**src/rtl/glyph_serializer.sv**
```systemverilog
// Serializes one row of a fixed-size glyph into a pixel stream, with horizontal scale and trailing gap.
// Optional build macro GLYPH_INVERT_EN enables the req_char[7] foreground-invert flag.
module glyph_serializer #(
  parameter int unsigned GLYPH_W  = 5,
  parameter int unsigned GLYPH_H  = 7,
  parameter int unsigned CHAR_MIN = 32,
  parameter int unsigned CHAR_MAX = 127,
  parameter int unsigned SCALE    = 1,
  parameter int unsigned GAP      = 1
) (
  input  logic                       clk,
  input  logic                       rst,
  input  logic                       req_valid,
  output logic                       req_ready,
  input  logic [7:0]                 req_char,
  input  logic [2:0]                 req_row,
  input  logic                       flush,
  output logic [6:0]                 rom_addr,
  input  logic [GLYPH_W*GLYPH_H-1:0] rom_data,
  output logic                       pix_valid,
  output logic                       pix_out
);

  localparam int unsigned PIXC  = GLYPH_W * SCALE;
  localparam int unsigned TOTAL = PIXC + GAP;
  localparam int unsigned CW    = $clog2(TOTAL + 1);
  localparam int unsigned RW    = $clog2(SCALE + 1);

  typedef enum logic [1:0] {IDLE, FETCH, SHIFT} state_t;

  state_t             state_q, state_d;
  logic               ready_q, ready_d;
  logic               valid_q, valid_d;
  logic               pix_q, pix_d;
  logic [6:0]         addr_q, addr_d;
  logic [2:0]         row_q, row_d;
  logic [GLYPH_W-1:0] shreg_q, shreg_d;
  logic [CW-1:0]      cnt_q, cnt_d;
  logic [RW-1:0]      rep_q, rep_d;
  logic               inv;
  logic               accept;
  logic [6:0]         code_mapped;
  logic [GLYPH_W-1:0] slice;

`ifdef GLYPH_INVERT_EN
  logic inv_q, inv_d;
  assign inv = inv_q;
`else
  logic unused_invert_bit;
  assign unused_invert_bit = req_char[7];
  assign inv = 1'b0;
`endif

  assign req_ready = ready_q & ~flush;
  assign accept    = req_valid & req_ready;
  assign rom_addr  = addr_q;
  assign pix_valid = valid_q;
  assign pix_out   = pix_q;

  always_comb begin
    code_mapped = req_char[6:0];
    if (32'(req_char[6:0]) < CHAR_MIN || 32'(req_char[6:0]) > CHAR_MAX)
      code_mapped = 7'(CHAR_MAX);
  end

  // Rows at or beyond GLYPH_H select nothing and leave the slice blank.
  always_comb begin
    slice = '0;
    for (int unsigned r = 0; r < GLYPH_H; r++)
      if (32'(row_q) == r) slice = rom_data[r*GLYPH_W +: GLYPH_W];
  end

  always_comb begin
    state_d = state_q;
    valid_d = valid_q;
    pix_d   = pix_q;
    addr_d  = addr_q;
    row_d   = row_q;
    shreg_d = shreg_q;
    cnt_d   = cnt_q;
    rep_d   = rep_q;
`ifdef GLYPH_INVERT_EN
    inv_d   = inv_q;
`endif
    case (state_q)
      IDLE: begin
        if (accept) begin
          addr_d  = code_mapped;
          row_d   = req_row;
`ifdef GLYPH_INVERT_EN
          inv_d   = req_char[7];
`endif
          state_d = FETCH;
        end
      end
      FETCH: begin
        shreg_d = slice;
        cnt_d   = '0;
        rep_d   = '0;
        valid_d = 1'b1;
        pix_d   = slice[GLYPH_W-1] ^ inv;
        state_d = SHIFT;
      end
      SHIFT: begin
        if (cnt_q == CW'(TOTAL - 1)) begin
          valid_d = 1'b0;
          pix_d   = 1'b0;
          cnt_d   = '0;
          rep_d   = '0;
          shreg_d = '0;
          state_d = IDLE;
          if (accept) begin
            addr_d  = code_mapped;
            row_d   = req_row;
`ifdef GLYPH_INVERT_EN
            inv_d   = req_char[7];
`endif
            state_d = FETCH;
          end
        end else begin
          cnt_d = cnt_q + CW'(1);
          if (rep_q == RW'(SCALE - 1)) begin
            rep_d   = '0;
            shreg_d = shreg_q << 1;
          end else begin
            rep_d = rep_q + RW'(1);
          end
          // Pixels are registered one cycle ahead; gap cycles never invert.
          pix_d = shreg_d[GLYPH_W-1] ^ (inv & (32'(cnt_d) < PIXC));
        end
      end
      default: state_d = IDLE;
    endcase
    if (flush) begin
      state_d = IDLE;
      valid_d = 1'b0;
      pix_d   = 1'b0;
      cnt_d   = '0;
      rep_d   = '0;
      shreg_d = '0;
    end
    ready_d = (state_d == IDLE) || (state_d == SHIFT && cnt_d == CW'(TOTAL - 1));
  end

  always_ff @(posedge clk or posedge rst) begin
    if (rst) begin
      state_q <= IDLE;
      ready_q <= 1'b1;
      valid_q <= 1'b0;
      pix_q   <= 1'b0;
      addr_q  <= 7'(CHAR_MAX);
      row_q   <= '0;
      shreg_q <= '0;
      cnt_q   <= '0;
      rep_q   <= '0;
`ifdef GLYPH_INVERT_EN
      inv_q   <= 1'b0;
`endif
    end else begin
      state_q <= state_d;
      ready_q <= ready_d;
      valid_q <= valid_d;
      pix_q   <= pix_d;
      addr_q  <= addr_d;
      row_q   <= row_d;
      shreg_q <= shreg_d;
      cnt_q   <= cnt_d;
      rep_q   <= rep_d;
`ifdef GLYPH_INVERT_EN
      inv_q   <= inv_d;
`endif
    end
  end

endmodule

```
**config.mk**
```make
export PLATFORM = sky130hd
export DESIGN_NAME = glyph_serializer
export DESIGN_NICKNAME = d
export VERILOG_FILES = /design/src/rtl/glyph_serializer.sv
export SDC_FILE = /design/constraint.sdc
export NUM_CORES = 1
export LEC_CHECK = 0
export ABC_AREA = 0
export CAP_MARGIN = 30
export CELL_PAD_IN_SITES_DETAIL_PLACEMENT = 0
export CELL_PAD_IN_SITES_GLOBAL_PLACEMENT = 1
export CORE_MARGIN = 1
export CORE_UTILIZATION = 25
export CTS_CLUSTER_DIAMETER = 120
export DETAILED_ROUTE_END_ITERATION = 10
export HOLD_SLACK_MARGIN = 0.02
export PLACE_DENSITY = 0.66
export SETUP_SLACK_MARGIN = 0.4
export SLEW_MARGIN = 20
export SYNTH_ARGS = -nofsm -noshare
export SYNTH_HDL_FRONTEND = slang
export SYNTH_SLANG_ARGS = --single-unit
```
**constraint.sdc**
```tcl
create_clock -name clk -period 2.26 [get_ports clk]
set_input_delay 0.226 -clock clk [delete_from_list [all_inputs] [get_ports clk]]
set_output_delay 0.226 -clock clk [all_outputs]
set_load 0.02 [all_outputs]
```
Word level (Yosys, flattened, before mapping)
Cells that the tools add are included.

Add/sub/neg operators: 2. Order comparisons: 1. Equality and inequality tests: 14. Multiplexer cells: 36. Bitwise logic cells: 3. Reduce and logical (&&, ||, !) cells: 10.

Operator list (count): 5-bit two-way mux (10); 7-bit two-way mux (3); 3-bit == test (second input constant) (5); 7-bit case mux with 2 select lines (1); 3-bit two-way mux (4); 3-bit case mux with 2 select lines (2); 5-bit case mux with 2 select lines (1); 1-bit two-way mux (8); 7-bit by 6-bit less-than comparator with 1-bit output (second input constant) (1); 3-bit by 2-bit == test with 1-bit output (second input constant) (2); 2-bit two-way mux (3); 1-bit case mux with 2 select lines (3); 2-bit case mux with 3 select lines (1); 2-bit AND reduction (3); 2-bit == test (second input constant) (2); 2-bit zero test (2); 4-bit != test (second input constant) (1); 3-bit by 1-bit adder with 3-bit output (second input constant) (1); 3-bit by 1-bit == test with 1-bit output (second input constant) (1); 3-bit zero test (1); 3-bit != test (second input constant) (1); 3-bit nonzero test (1); 1-bit bitwise AND (2); 2-bit by 1-bit == test with 1-bit output (second input constant) (1); other kinds (6) (6).

Bits in registers: 24. Bits of input ports: 50. Output and inout port bits: 10. Word-level logic and storage cells: 76.

Longest topological paths before layout
Gate-level depths: netlist of the first run.

Depth in word-level cells: 10. Depth in mapped cells: 8. Depth with buffers taken out: 6.

Least setup slack after synthesis of the first run
Ideal clock, no wire load.

Path type: register to register. Start point: reg state_q[0]. End point: reg row_q[0]. Library setup time: 0.125 ns. Arrival: 1.497 ns. Required time: 2.135 ns. Slack: 0.638 ns. Stages on the path, launching flop included: 7. Path buffers: 1. Clock period less this slack: 1.622 ns. Path through: dfrtp_1 > inv_1 > ha_1 > buf_6 > nand2b_4 > a21boi_4 > mux2_2.

Word-level cells in the longest chain between the ends: 3. Elaborated cells on any way between the ends: 6. Classes of those cells: 2 x eq/ne; 1 x mux; 3 x reduce/logical.

Ends and longest elaborated chain: start: declaration (RTL line 31) `state_t state_q, state_d;`; start signal: assignment (RTL line 160) `state_q <= state_d;`; 2-bit == test or 2-bit zero test (tied branches) (RTL line 85) `case (state_q)`; 2-bit != test (no source line) or 2-bit nonzero test (tied branches); 2-bit AND reduction (no source line); end signal: assignment (RTL line 165) `row_q <= row_d;`; end: declaration (RTL line 36) `logic [2:0] row_q, row_d;`.

Several ways; a longest one is shown, not always the timed one. A chain may end at the register's enable or synchronous reset.

Final worst setup path of the first run
Start point: reg ready_q. End point: out req_ready.

Word-level cells in the longest chain between the ends: 1.

Ends and longest elaborated chain: start: declaration (RTL line 32) `logic ready_q, ready_d;`; start signal: assignment (RTL line 161) `ready_q <= ready_d;`; 1-bit bitwise AND (RTL line 54) `assign req_ready = ready_q & ~flush;`; end: declaration (RTL line 14) `output logic req_ready,`.

No other way between the ends.

==> results of run 1 <==
==> cell usage after synthesis, types with 2 or more instances <==
library cell and count:
a21oi_1 7, a21oi_2 3, a22oi_1 5, and2_1 2
buf_2 2, buf_4 2, buf_6 3, dfrtp_1 14
dfstp_2 8, ha_1 4, inv_1 7, mux2_2 3
mux2i_1 6, mux4_2 5, nand2_1 2, nand3b_1 7
nor2_1 21, o211ai_1 10, o21ai_0 6, o21ai_1 5
==> layout make-up <==
type / count / area [µm²] / area share (%)
clock inverters: 1 / 30.0 / 1.42
flip-flops and latches: 22 / 561 / 26.5
repair buffers: 61 / 611 / 28.9
inverters: 7 / 26.3 / 1.24
well taps: 70 / 87.6 / 4.15
clock buffers: 3 / 41.3 / 1.95
multi-input cells: 96 / 756 / 35.8
==> power breakdown <==
| part | switching [mW] | total (mW) | internal, mW |
|---|---|---|---|
| Combinational | 0.238 | 0.595 | 0.357 |
| Sequential | 0.131 | 0.636 | 0.505 |
| Clock | 0.130 | 0.367 | 0.237 |
==> worst max-delay path: cells and delay by family, from the launching register on <==
family	cells	cell delay (ns)
buffers and inverters	1	0.60
flip-flops	1	0.54
AND/OR/NAND/NOR	1	0.12
==> cells by family (layout without fill, tap and decap cells) <==
group	Yosys count	in the layout
multiplexers	14	14
adder cells (fa/ha/maj)	4	4
flip-flops	22	22
AND/OR/NAND/NOR	39	39
buffers and inverters	15	72
AO/OA/AOI/OAI	39	39
==> sequential cells by signal, indices dropped and copies added (netlist names) <==
signal and count:
rom_addr 7, row_q 3, pix_valid 1, shreg_q 4
cnt_q 3, ready_q 1, state_q 2, pix_out 1
==> path summary, 6_finish.rpt <==
path | startpoint | endpoint | slack [ns]
min | rst | row_q[1] | 0.26
max in group asynchronous | rst | ready_q | 1.47
max reg2reg | row_q[0] | shreg_q[2] | 0.56
max | ready_q | req_ready | 0.52
min reg2reg | rom_addr[5] | rom_addr[5] | 0.50
min in group clk | rom_addr[5] | rom_addr[5] | 0.50
==> per-layer routing <==
| metal | part of all wire (%) | track usage, % |
|---|---|---|
| met1 | 41 | 14.4 |
| met2 | 54 | 22.4 |
| met3 | 4.4 | 3.23 |
| met4 | 0.38 | 1.73 |
| met5 | 0 | 0 |
==> summary.txt, run 1 <==
Run status
  • Status: complete, no violations

STA
  • Relative slew slack: 61.1%
  • Final period util: 77.2%
  • Fin. Hold Viols: 0
  • Min cycle time layout: 1.74 ns
  • Final Skew: 0.00343 ns
  • Max Slew Vio Count: 0
  • RSZ-0062 raised after global routing: false
  • Worst slew pin tran: 0.584 ns
  • Fin Hold WS: 0.264 ns
  • Final setup TNS: 0 ns
  • Worst setup margin: 0.516 ns
  • Setup violations, final: 0
  • FMAX: 0.573 GHz

Cells and area
  • Final std cells w/o fill: 260
  • Most frequent cells in the layout: clkdlybuf4s50_1, nor2_1, dfrtp_1, o211ai_1, dfstp_2
  • Area delta synth->final: 51.7%
  • Diodes inserted: 0
  • Fin nets: 245
  • Utilization after layout: 40.3%
  • Most common cell after layout, fill and taps aside: clkdlybuf4s50_1
  • Share of layout cells above drive strength 1: 15.8%
  • Fillers: 533
  • Finished Cell Area: 2110 µm²

Clock tree
  • Setup bufs post-CTS: 0
  • Clk root buf: clkbuf_8
  • TritonCTS buffer count: 3
  • Hold-fix buffers, CTS: 0
  • Clk sinks: 22
  • Clk pin slew, worst setup/hold paths: 0.08 ns
  • Latest clock arrival within the worst-skew pair: 0.26 ns
  • Max H-tree Level: 1
  • Maximum clock insertion buffer count: 2
  • Resized cells post-CTS: 0
  • CTS tree: done

Power
  • Leak pwr: 0.846 nW
  • Worst VDD drop: 0.405 mV
  • Pwr Total: 1.60 mW
  • Power Dens Cells: 756 nW/µm²

Route
  • Routed length per instance: 13.2 µm
  • DR iter-0 viols: 28
  • DRT Wirelength: 3.44 mm
  • Antenna-violating nets left: 0
  • Vias: 1201
  • DR pass1 iterations: 4
  • Vias per cell: 4.62
  • # DRC: 0

Setup path
  • Crit-path cells: nor2b_1 -> clkdlybuf4s50_1
  • CP Capture Type: primary output
  • Crit-path max cell delay: 0.60 ns
  • CP max-delay cell: clkdlybuf4s50_1
  • CP required: 2.03 ns
  • Worst setup SP type: flip-flop
  • Crit path kind: flip-flop to primary output
  • Crit path DAT: 1.52 ns
  • FF-to-FF path depth: 3
  • Max Fanout on Critical Path: 3

Placed design
  • Port Buffers: 58
  • Placed Cells: 255
  • GP Congestion: 0.672
  • Placed instance area: 2010 µm²
  • Dpl hpwl: 2.79 mm
  • Pre-CTS setup slack: 0.447 ns

Die
  • Initial Util: 26.6%
  • Die width: 76.6 µm
  • Die Height: 76.6 µm
  • Die area: 5870 µm²
  • I/O Pins: 60
  • Row count: 26
  • Area of the core: 5240 µm²

Logic synthesis
  • Adder-Cell Fraction of Synth Area: 3.59%
  • Post-synthesis register bit count: 22
  • Post-synthesis sequential area ratio: 40.3%
  • Synth Cell Area: 1390 µm²
  • Mux cell area share after synthesis: 14.8%
  • Post-Syn Nets: 187
  • Area contributors post-synth: dfrtp_1, dfstp_2, mux4_2
  • Dominant cell type by area after synthesis: dfrtp_1
  • Post-Synth XOR/XNOR Area: 0%
  • EDFF count, synth: 0
  • Ys flop type: dfrtp_1
  • Largest family of logic cells by synthesized area: compound AO/OA/AOI/OAI gates
  • Synth Area in Simple Gates: 16.1%
  • Top cell type's share of synthesized area: 25.2%
  • Syn Inst Count: 133
  • Synth Area in Compound Gates: 18.9%
  • Async S/R FF share, synth: 100%
  • Synth warn: 0
  • Synth Area per Inst: 10.5 µm²
  • Distinct cell type count after synthesis: 31

Worst hold path
  • Hold Path Class: input pin to asynchronous set/reset pin

GRT
  • Vias in the first global route: 1223
  • First-pass GRT wire length: 5.75 mm
  • Total GRT Usage: 12.2%
  • Initial antenna violation count: 0
  • Largest net degree at the start of global routing: 23
  • GRT overflow: 0

Run
  • Max cap viols: 0
Power figures use the tool's default switching activity.
==> run 2: changes to the inputs <==
==> constraint.sdc (replaced) <==
create_clock -name clk -period 1.7 [get_ports clk]
set_input_delay 0.17 -clock clk [delete_from_list [all_inputs] [get_ports clk]]
set_output_delay 0.17 -clock clk [all_outputs]
set_load 0.02 [all_outputs]
==> summary.txt, run 2 (synthesized netlist as in run 1, its figures left out) <==
STA
  • Final setup TNS: 0 ns (unchanged)
  • Relative slew slack: 75.1% (+14 points)
  • Setup violations, final: 0 (unchanged)
  • FMAX: 0.653 GHz
  • Fin. Hold Viols: 0 (unchanged)
  • RSZ-0062 raised after global routing: true
  • Final Skew: 0.00414 ns (+0.000702 ns)
  • Final period util: 90.0%
  • Max Slew Vio Count: 0 (unchanged)
  • Worst setup margin: 0.170 ns (-0.346 ns)
  • Worst slew pin tran: 0.374 ns (-0.210 ns)
  • Min cycle time layout: 1.53 ns

Setup path
  • CP required: 1.85 ns (-0.18 ns)
  • Crit-path max cell delay: 0.46 ns (-0.14 ns)
  • CP max-delay cell: dfrtp_2
  • Crit-path cells: ha_4 -> nand2b_4 -> a21boi_4 -> buf_12 -> mux2_4
  • Worst setup SP type: flip-flop
  • Crit path DAT: 1.69 ns (+0.17 ns)
  • CP Capture Type: flip-flop
  • Max Fanout on Critical Path: 4 (+1)
  • Crit path kind: flip-flop to flip-flop

Die
  • Die area: 5870 µm² (unchanged)
  • Row count: 26 (unchanged)
  • Area of the core: 5240 µm² (unchanged)
  • I/O Pins: 60 (unchanged)
  • Die Height: 76.6 µm (unchanged)
  • Die width: 76.6 µm (unchanged)
  • Initial Util: 26.6% (unchanged)

Clock tree
  • Clk sinks: 22 (unchanged)
  • Hold-fix buffers, CTS: 0 (unchanged)
  • Clk pin slew, worst setup/hold paths: 0.09 ns (about the same)
  • Clk root buf: clkbuf_8
  • Max H-tree Level: 1 (unchanged)
  • TritonCTS buffer count: 3 (unchanged)
  • Latest clock arrival within the worst-skew pair: 0.27 ns (about the same)
  • CTS tree: done
  • Maximum clock insertion buffer count: 2 (unchanged)

GRT
  • First-pass GRT wire length: 6.21 mm (+7.9%)
  • Total GRT Usage: 13.1% (+0.88 points)
  • Largest net degree at the start of global routing: 23 (unchanged)
  • Vias in the first global route: 1289 (+5.4%)
  • Initial antenna violation count: 0 (unchanged)
  • GRT overflow: 0 (unchanged)

Placed design
  • GP Congestion: 0.725 (+7.9%)
  • Dpl hpwl: 2.88 mm (+3.3%)
  • Port Buffers: 58 (unchanged)
  • Pre-CTS setup slack: -0.0505 ns (-0.498 ns)
  • Placed Cells: 260 (+2.0%)

Cells and area
  • Final std cells w/o fill: 270 (+3.8%)
  • Fin nets: 255 (+4.1%)
  • Most frequent cells in the layout: clkdlybuf4s50_1, nor2_1, dfrtp_1, buf_4, o211ai_1
  • Utilization after layout: 43.1% (+2.8 points)
  • Most common cell after layout, fill and taps aside: clkdlybuf4s50_1
  • Max reg flops: 7 (unchanged)
  • Share of layout cells above drive strength 1: 34.0% (+18 points)
  • Fillers: 516 (-3.2%)
  • Storage element area: 563 µm² (+0.45%)
  • Area delta synth->final: 62.1%
  • Multi-input combinational cell area: 852 µm² (+13%)
  • Diodes inserted: 0 (unchanged)

Route
  • DRT Wirelength: 3.70 mm (+7.5%)
  • Vias per cell: 4.62 (about the same)
  • Vias: 1248 (+3.9%)
  • DR pass1 iterations: 4 (unchanged)
  • Antenna-violating nets left: 0 (unchanged)
  • DR iter-0 viols: 27 (-3.6%)
  • Routed length per instance: 13.7 µm (+3.5%)
  • # DRC: 0 (unchanged)

Run status
  • Status: complete, no violations

Worst hold path
  • Hold Path Class: input pin to asynchronous set/reset pin

Run
  • Max cap viols: 0 (unchanged)

Power
  • Leak pwr: 0.931 nW (+10%)
  • Worst VDD drop: 0.596 mV (+47%)
  • Power Dens Cells: 950 nW/µm² (+26%)
==> run 2: cell count changes in the layout (fill, tap and decap cells not counted), moves of 3 or more <==
cell	change
mux2_4	+3
a22oi_2	+3
buf_4	+9
clkdlybuf4s50_1	-10
a22oi_1	-3
mux2_2	-3
clkbuf_2	+5
==> run 2: per-layer routing <==
metal / routed length, µm / vias up / track usage [%]
li1: - / 616 / -
met1: 1660 / 606 / 16.5
met2: 1860 / 26 / 23.0
met3: 184 / 0 / 3.59
met4: 0 / 0 / 1.15
met5: 0 / - / 0
==> run 2: power breakdown <==
part	leakage, nW	switching, mW	internal [mW]
sequential	0.268	0.125	0.676
clock	0.0288	0.183	0.207
combinational	0.635	0.415	0.538
==> run 2: area by class of cell <==
type	count	area share, %
Sequential cell	22	24.9
Multi-Input combinational cell	96	37.7
Inverter	7	1.16
Tap cell	70	3.88
Timing Repair Buffer	71	29.8
Clock buffer	4	2.44
==> run 2: final timing paths <==
| check | startpoint | to | slack [ns] | cells past startpoint |
|---|---|---|---|---|
| worst max-delay path | state_q[1] | row_q[2] | 0.17 | 5 |
| worst min-delay path | rst | pix_valid | 0.24 | 3 |
| worst max register to register | state_q[1] | row_q[2] | 0.17 | 5 |
| worst min register to register | rom_addr[5] | rom_addr[5] | 0.49 | 2 |
| max in group asynchronous | rst | rom_addr[1] | 1.18 | 3 |
| min in group clk | req_char[5] | rom_addr[6] | 0.48 | 2 |
==> run 2: per-stage QoR <==
stage	instance area [µm²]	power, mW	hold slack [ns]
floorplan	1410	1.38	0.153
global placement	2070	1.69	0.476
detailed placement	2070	1.70	0.491
CTS	2240	2.16	0.252
global route	2260	2.29	0.286
finish	2260	2.14	0.240
==> run 2: worst max-delay path, delay by kind of cell, from the launching register on <==
| family | cells | cell delay, ns |
|---|---|---|
| buffers and inverters | 1 | 0.13 |
| DFF | 1 | 0.46 |
| and+or+nand+nor | 1 | 0.14 |
| AOI/OAI and AO/OA | 1 | 0.20 |
| muxes | 1 | 0.29 |
| adders and majority gates | 1 | 0.19 |
==> run 2: what timing repair did <==
action,4_1_cts,5_1_grt
endpoints found under the hold margin,0,0
setup endpoints to repair,30,27
buffers inserted,5,1
resized for setup,39,17
pin swaps,9,1
==> edit 1, RTL diff (flow settings as in run 1) <==
The parameter `GLYPH_W` goes from 5 to 10.
--- a/src/rtl/glyph_serializer.sv
+++ b/src/rtl/glyph_serializer.sv
@@ -2,5 +2,5 @@
 // Optional build macro GLYPH_INVERT_EN enables the req_char[7] foreground-invert flag.
 module glyph_serializer #(
-  parameter int unsigned GLYPH_W  = 5,
+  parameter int unsigned GLYPH_W  = 10,
   parameter int unsigned GLYPH_H  = 7,
   parameter int unsigned CHAR_MIN = 32,
Interface: changed (resized rom_data); port bits go from 60 to 95. No check against the original RTL was run, so the function may have changed too.
==> edit 1 against run 1 <==
Sequential share of layout area is 3.5 points lower. Critical endpoint unchanged. Non-clock buffer count is 42 higher. Largest cell class unchanged. Maximum frequency is 1.4% lower. Final cell count is 52% higher. Register-to-register slack worse by 50 ps. Final area is 47% higher. Combinational power is 100% higher. Synthesized area is 38% higher. Highest routed layer unchanged. Sequential power is 23% higher. Total power is 49% higher. Sequential cell count is 6 higher. Synthesized cell count is 51% higher. Wire length is 63% higher. Setup slack worse by 24 ps.
==> edit 1: results (changes against run 1) <==
global_routing:
  grt_max_degree: 29  # +26%
  grt_usage_pct: 15.3  # +3.0 points
  grt_pass1_vias: 1902  # +56%
  grtUsageMet1_pct: 20.0  # +5.6 points
  grt_pass1_wl_mm: 9.25  # +61%
  gr-usage-met3_pct: 2.74  # -0.49 points
  use_met2_pct: 25.6  # +3.1 points
worst_setup_path:
  r2r_cells: 6  # +3
  r2r_setup_slack_ps: 510  # -50 ps
  rr_startpoint: "cnt_q[0]$_DFF_PP0_"
  arrival_ps: 1540  # +20 ps
  rr_endpoint: "row_q[0]$_DFFE_PP0P_"
  crit_fanout: 2  # -1
power_and_ir_drop:
  ir_worst_vdd_uv: 404  # -0.27%
  leakage_nw: 1.24  # +47%
placement:
  dpl_cell_area_sq_um: 2980  # +48%
  finalWeightedCongestion: 0.745  # +11%
  io_buffers: 93  # +60%
  hpwlAfterDp_mm: 4.58  # +64%
layout:
  nets: 388  # +58%
  fillers: 732  # +37%
  largest_reg_flops: 9  # +2
  final_layout_size_suffix_gt1_share_pct: 15.2  # -0.59 points
clock_network:
  clk_pin_slew_worst_paths_ps: 110  # +30 ps
  clk_latency_ps: 280  # +20 ps
synthesis:
  synthesis.nets: 292  # +56%
  ys_seq_area_share_pct: 37.0  # -3.2 points
  netlist_top_cells_count: "nor2_1 (26), dfrtp_1 (20), nand2_1 (19)"
  ys_types: 40  # +29%
  synthTopCellsByArea: "dfrtp_1 (26%), dfstp_2 (11%), mux4_2 (11%)"
  synthArstFlopShare_pct: 100  # unchanged
route:
  via_per_inst: 4.68  # +1.3%
  dr.pass1.iters: 4  # unchanged
  drtIter0Drc: 68  # +140%
  wl_per_cell_microns: 14.2  # +7.5%
min_path:
  hold_path.class: "primary input to asynchronous set/reset pin"
timing:
  max_slew.worst_pin.slew_ps: 390  # -194 ps
  clock_skew_ps: 8.51  # +5.08 ps
status:
  status: "finished clean"
## edit 1: logic make-up after synthesis
logic type                 Yosys count  share of synthesized area, %
muxes                               23                          18.2
buffers and inverters               20                          4.95
and+or+nand+nor                     64                          16.4
DFF                                 28                          37.0
AOI/OAI and AO/OA                   60                          19.5
adders and majority gates            6                          3.91
## edit 1: where the power goes
group | switching (mW) | leakage [nW] | internal (mW)
Clock | 0.165 | 0.0357 | 0.237
Combinational | 0.544 | 0.852 | 0.649
Sequential | 0.135 | 0.352 | 0.646
## edit 1: layer usage
layer	up-vias	wire (microns)
li1	916	-
met1	875	2570
met2	52	2720
met3	6	246
met4	0	79
met5	-	0
## edit 1: worst max path at each step
stage / from / end / slack (ps)
after detailed placement: state_q[0]$_DFF_PP0_ / rom_addr[5]$_DFFE_PP1P_ / 370
after floorplan: state_q[0]$_DFF_PP0_ / row_q[0]$_DFFE_PP0P_ / 500
after CTS: row_q[0]$_DFFE_PP0P_ / pix_out$_DFFE_PP0P_ / 400
after global routing: cnt_q[0]$_DFF_PP0_ / row_q[0]$_DFFE_PP0P_ / 380
final: ready_q$_DFF_PP1_ / req_ready / 490
after global placement: state_q[0]$_DFF_PP0_ / rom_addr[5]$_DFFE_PP1P_ / 390
## edit 1: what timing repair did
action	4_1_cts	5_1_grt
pin swaps	0	4
gates cloned	0	0
setup buffers	0	1
gates resized for setup	3	7
endpoints found under the setup margin	11	18
## edit 1: worst max-delay path: stages (launching register included)
cell,delay (ps)
dfstp_2,540
nor2b_1,120
clkdlybuf4s50_1,600
## edit 1: metrics by stage
| stage | total power [mW] | hold slack [ps] | util, % | worst slack, ps | cells |
|---|---|---|---|---|---|
| global placement | 1.97 | 468 | 40.6 | 386 | 390 |
| detailed placement | 1.98 | 465 | 40.6 | 368 | 390 |
| global route | 2.56 | 348 | 42.2 | 384 | 395 |
| finish | 2.38 | 299 | 42.2 | 492 | 395 |
| CTS | 2.40 | 307 | 41.9 | 404 | 394 |
| floorplan | 1.52 | 285 | - | 503 | 201 |
## edit 1: cell type report
| class | count | area, sq um | area share (%) |
|---|---|---|---|
| repair buffers | 103 | 1010 | 32.6 |
| clock buffers | 3 | 41.3 | 1.33 |
| inverters | 8 | 30.0 | 0.970 |
| clock inverters | 1 | 30.0 | 0.970 |
| well taps | 99 | 124 | 4.00 |
| multi-input cells | 153 | 1150 | 37.1 |
| flip-flops and latches | 28 | 712 | 23.0 |
==> edit 2, RTL diff (flow settings as in run 1) <==
Without the edit above. Make the reset (`rst`) synchronous in one clocked block.
--- a/src/rtl/glyph_serializer.sv
+++ b/src/rtl/glyph_serializer.sv
@@ -143,5 +143,5 @@
   end
 
-  always_ff @(posedge clk or posedge rst) begin
+  always_ff @(posedge clk) begin
     if (rst) begin
       state_q <= IDLE;
Formal check against the unedited RTL: differs if rst is asserted again (counterexample within 4 cycles, from zero or initial values and one cycle with rst high); with rst held inactive, the same outputs for 10 cycles.
==> edit 2 against run 1 <==
Final area grew 1.3%. Wire length is 12% higher. First-iteration DRC count grew to 3.3 times the old value. Setup slack lost 11 ps. Synthesized cell count rose by 34%. Non-clock buffer count up 1. Synthesized area rose by 0.99%. Via count increased by 18%. Hold slack better by 240 ps. Sequential cell count stayed put. Sequential share of layout area down 5.7 points. Register-to-register slack got worse by 50 ps. Largest cell class unchanged.
Power is not compared: it rests on default switching activity, and its combinational part moved more than twofold at a synthesized area within 25%.
==> edit 2: results (changes against run 1) <==
timing:
  clock_skew_ps: 8.67  # +5.24 ps
  max_slew_margin_pct: 64.2  # +3.1 points
  final.period_utilization_pct: 77.6  # +0.47 points
min_path:
  min_from: "pix_valid$_SDFFE_PP0P_"
  hold_path.class: "flip-flop to flip-flop"
  hold-path-endpoint: "pix_valid$_SDFFE_PP0P_"
  hold_path_depth: 2
synthesis:
  netlist_top_cells_count: "a21oi_1 (23), dfxtp_1 (22), mux2i_1 (17)"
  synthArstFlopShare_pct: 0  # -100 points
  ys_types: 33  # +6.5%
  synthTopCellsByArea: "dfxtp_1 (31%), mux2i_1 (12%), a21oi_1 (8.2%)"
  synthesis.nets: 232  # +24%
  ys_seq_area_share_pct: 31.3  # -8.9 points
  yosysWarnings: 0  # unchanged
  synthFlopType: "dfxtp_1"
clock_network:
  clk_pin_slew_worst_paths_ps: 90
  clk_latency_ps: 270
  htreeDepth: 1  # unchanged
  clockRootBuffer: "clkbuf_8"
  clk_path_buf_depth: 2  # unchanged
  cts_made_buffers: 3  # unchanged
worst_setup_path:
  cpPeakStageDelay_ps: 490  # -110 ps
  r2r_setup_slack_ps: 510  # -50 ps
  r2r_cells: 5  # +2
  start_kind: "flip-flop"
  critical-path-top-delay-family: "simple AND/OR/NAND/NOR gates"
  rr_startpoint: "state_q[1]$_SDFF_PP0_"
  slowest_stage: "or4b_1"
  rr_endpoint: "ready_q$_SDFF_PP1_"
  crit_fanout: 4  # +1
  arrival_ps: 1960  # +440 ps
  cp-end-kind: "flip-flop"
route:
  dr.pass1.iters: 4  # unchanged
  drtIter0Drc: 91  # +230%
  wl_per_cell_microns: 12.8  # -3.1%
  via_per_inst: 4.73  # +2.5%
layout:
  nets: 285  # +16%
  largest_reg_flops: 7  # unchanged
  num_antenna_cells: 0  # unchanged
  fillers: 561  # +5.3%
  final_layout_size_suffix_gt1_share_pct: 7.39  # -8.4 points
power_and_ir_drop:
  ir_worst_vdd_uv: 343
  seq_power_share_pct: 41.0
  p_int_uw: 766
  leakage_nw: 0.744
  p_comb_uw: 221
  swShare_pct: 23.6
placement:
  pre_cts_ws_ps: 392  # -54.8 ps
  finalWeightedCongestion: 0.716  # +6.6%
  io_buffers: 58  # unchanged
  hpwlAfterDp_mm: 2.86  # +2.3%
global_routing:
  antenna_found_initial: 0  # unchanged
  grt_pass1_vias: 1404  # +15%
  grt_usage_pct: 13.0  # +0.74 points
  grt_pass1_wl_mm: 6.19  # +7.6%
  grt_max_degree: 27  # +17%
run:
  maxCapViolations: 0  # unchanged
status:
  status: "finished clean"
-- edit 2: changes by cell type after synthesis, moves of 11 or more --
cell,delta
a21oi_1,+16
dfrtp_1,-14
dfxtp_1,+22
mux2i_1,+11
nor3_1,+16
-- edit 2: cell type report --
type,instances,area share [%]
Tap cell,70,4.09
Timing Repair Buffer,62,28.5
Inverter,10,1.75
Clock buffer,3,1.93
Sequential cell,22,20.8
Clock inverter,1,1.40
Multi-Input combinational cell,132,41.5
-- edit 2: per-stage QoR --
| stage | cells | instance area [sq um] | util (%) | hold slack [ps] |
|---|---|---|---|---|
| 5_1_grt | 300 | 2140 | 40.6 | 563 |
| 6_report | 300 | 2140 | 40.6 | 501 |
| 3_3_place_gp | 296 | 2040 | 38.7 | 480 |
| 3_5_place_dp | 296 | 2040 | 38.7 | 493 |
| 4_1_cts | 300 | 2110 | 40.1 | 516 |
| 2_1_floorplan | 178 | 1410 | - | 373 |
-- edit 2: kinds of logic after synthesis --
family,Yosys count,synth area share (%)
flip-flops,22,31.3
buffers and inverters,24,7.38
multiplexers,18,13.2
AND/OR/NAND/NOR,61,24.0
AO/OA/AOI/OAI,49,20.6
adder cells (fa/ha/maj),4,3.56
-- edit 2: worst register-to-register path, stage by stage, from the launching register on --
cell and delay (ps):
dfxtp_4 380, inv_1 90, ha_4 290, mux2_4 300, or4b_1 490, a21oi_1 160
-- edit 2: layer usage --
metal  share of wire [%]  global-route usage, %  up-vias
met1                  46                   16.1      634
met2                  46                   22.1       44
met4                0.39                   2.26        0
met5                   0                      0        -
met3                 7.3                   4.05        2
li1                    -                      -      740
-- edit 2: timing repair --
action / in CTS / in global routing
setup buffers: 0 / 0
resized for setup: 1 / 6
setup endpoints to repair: 1 / 4
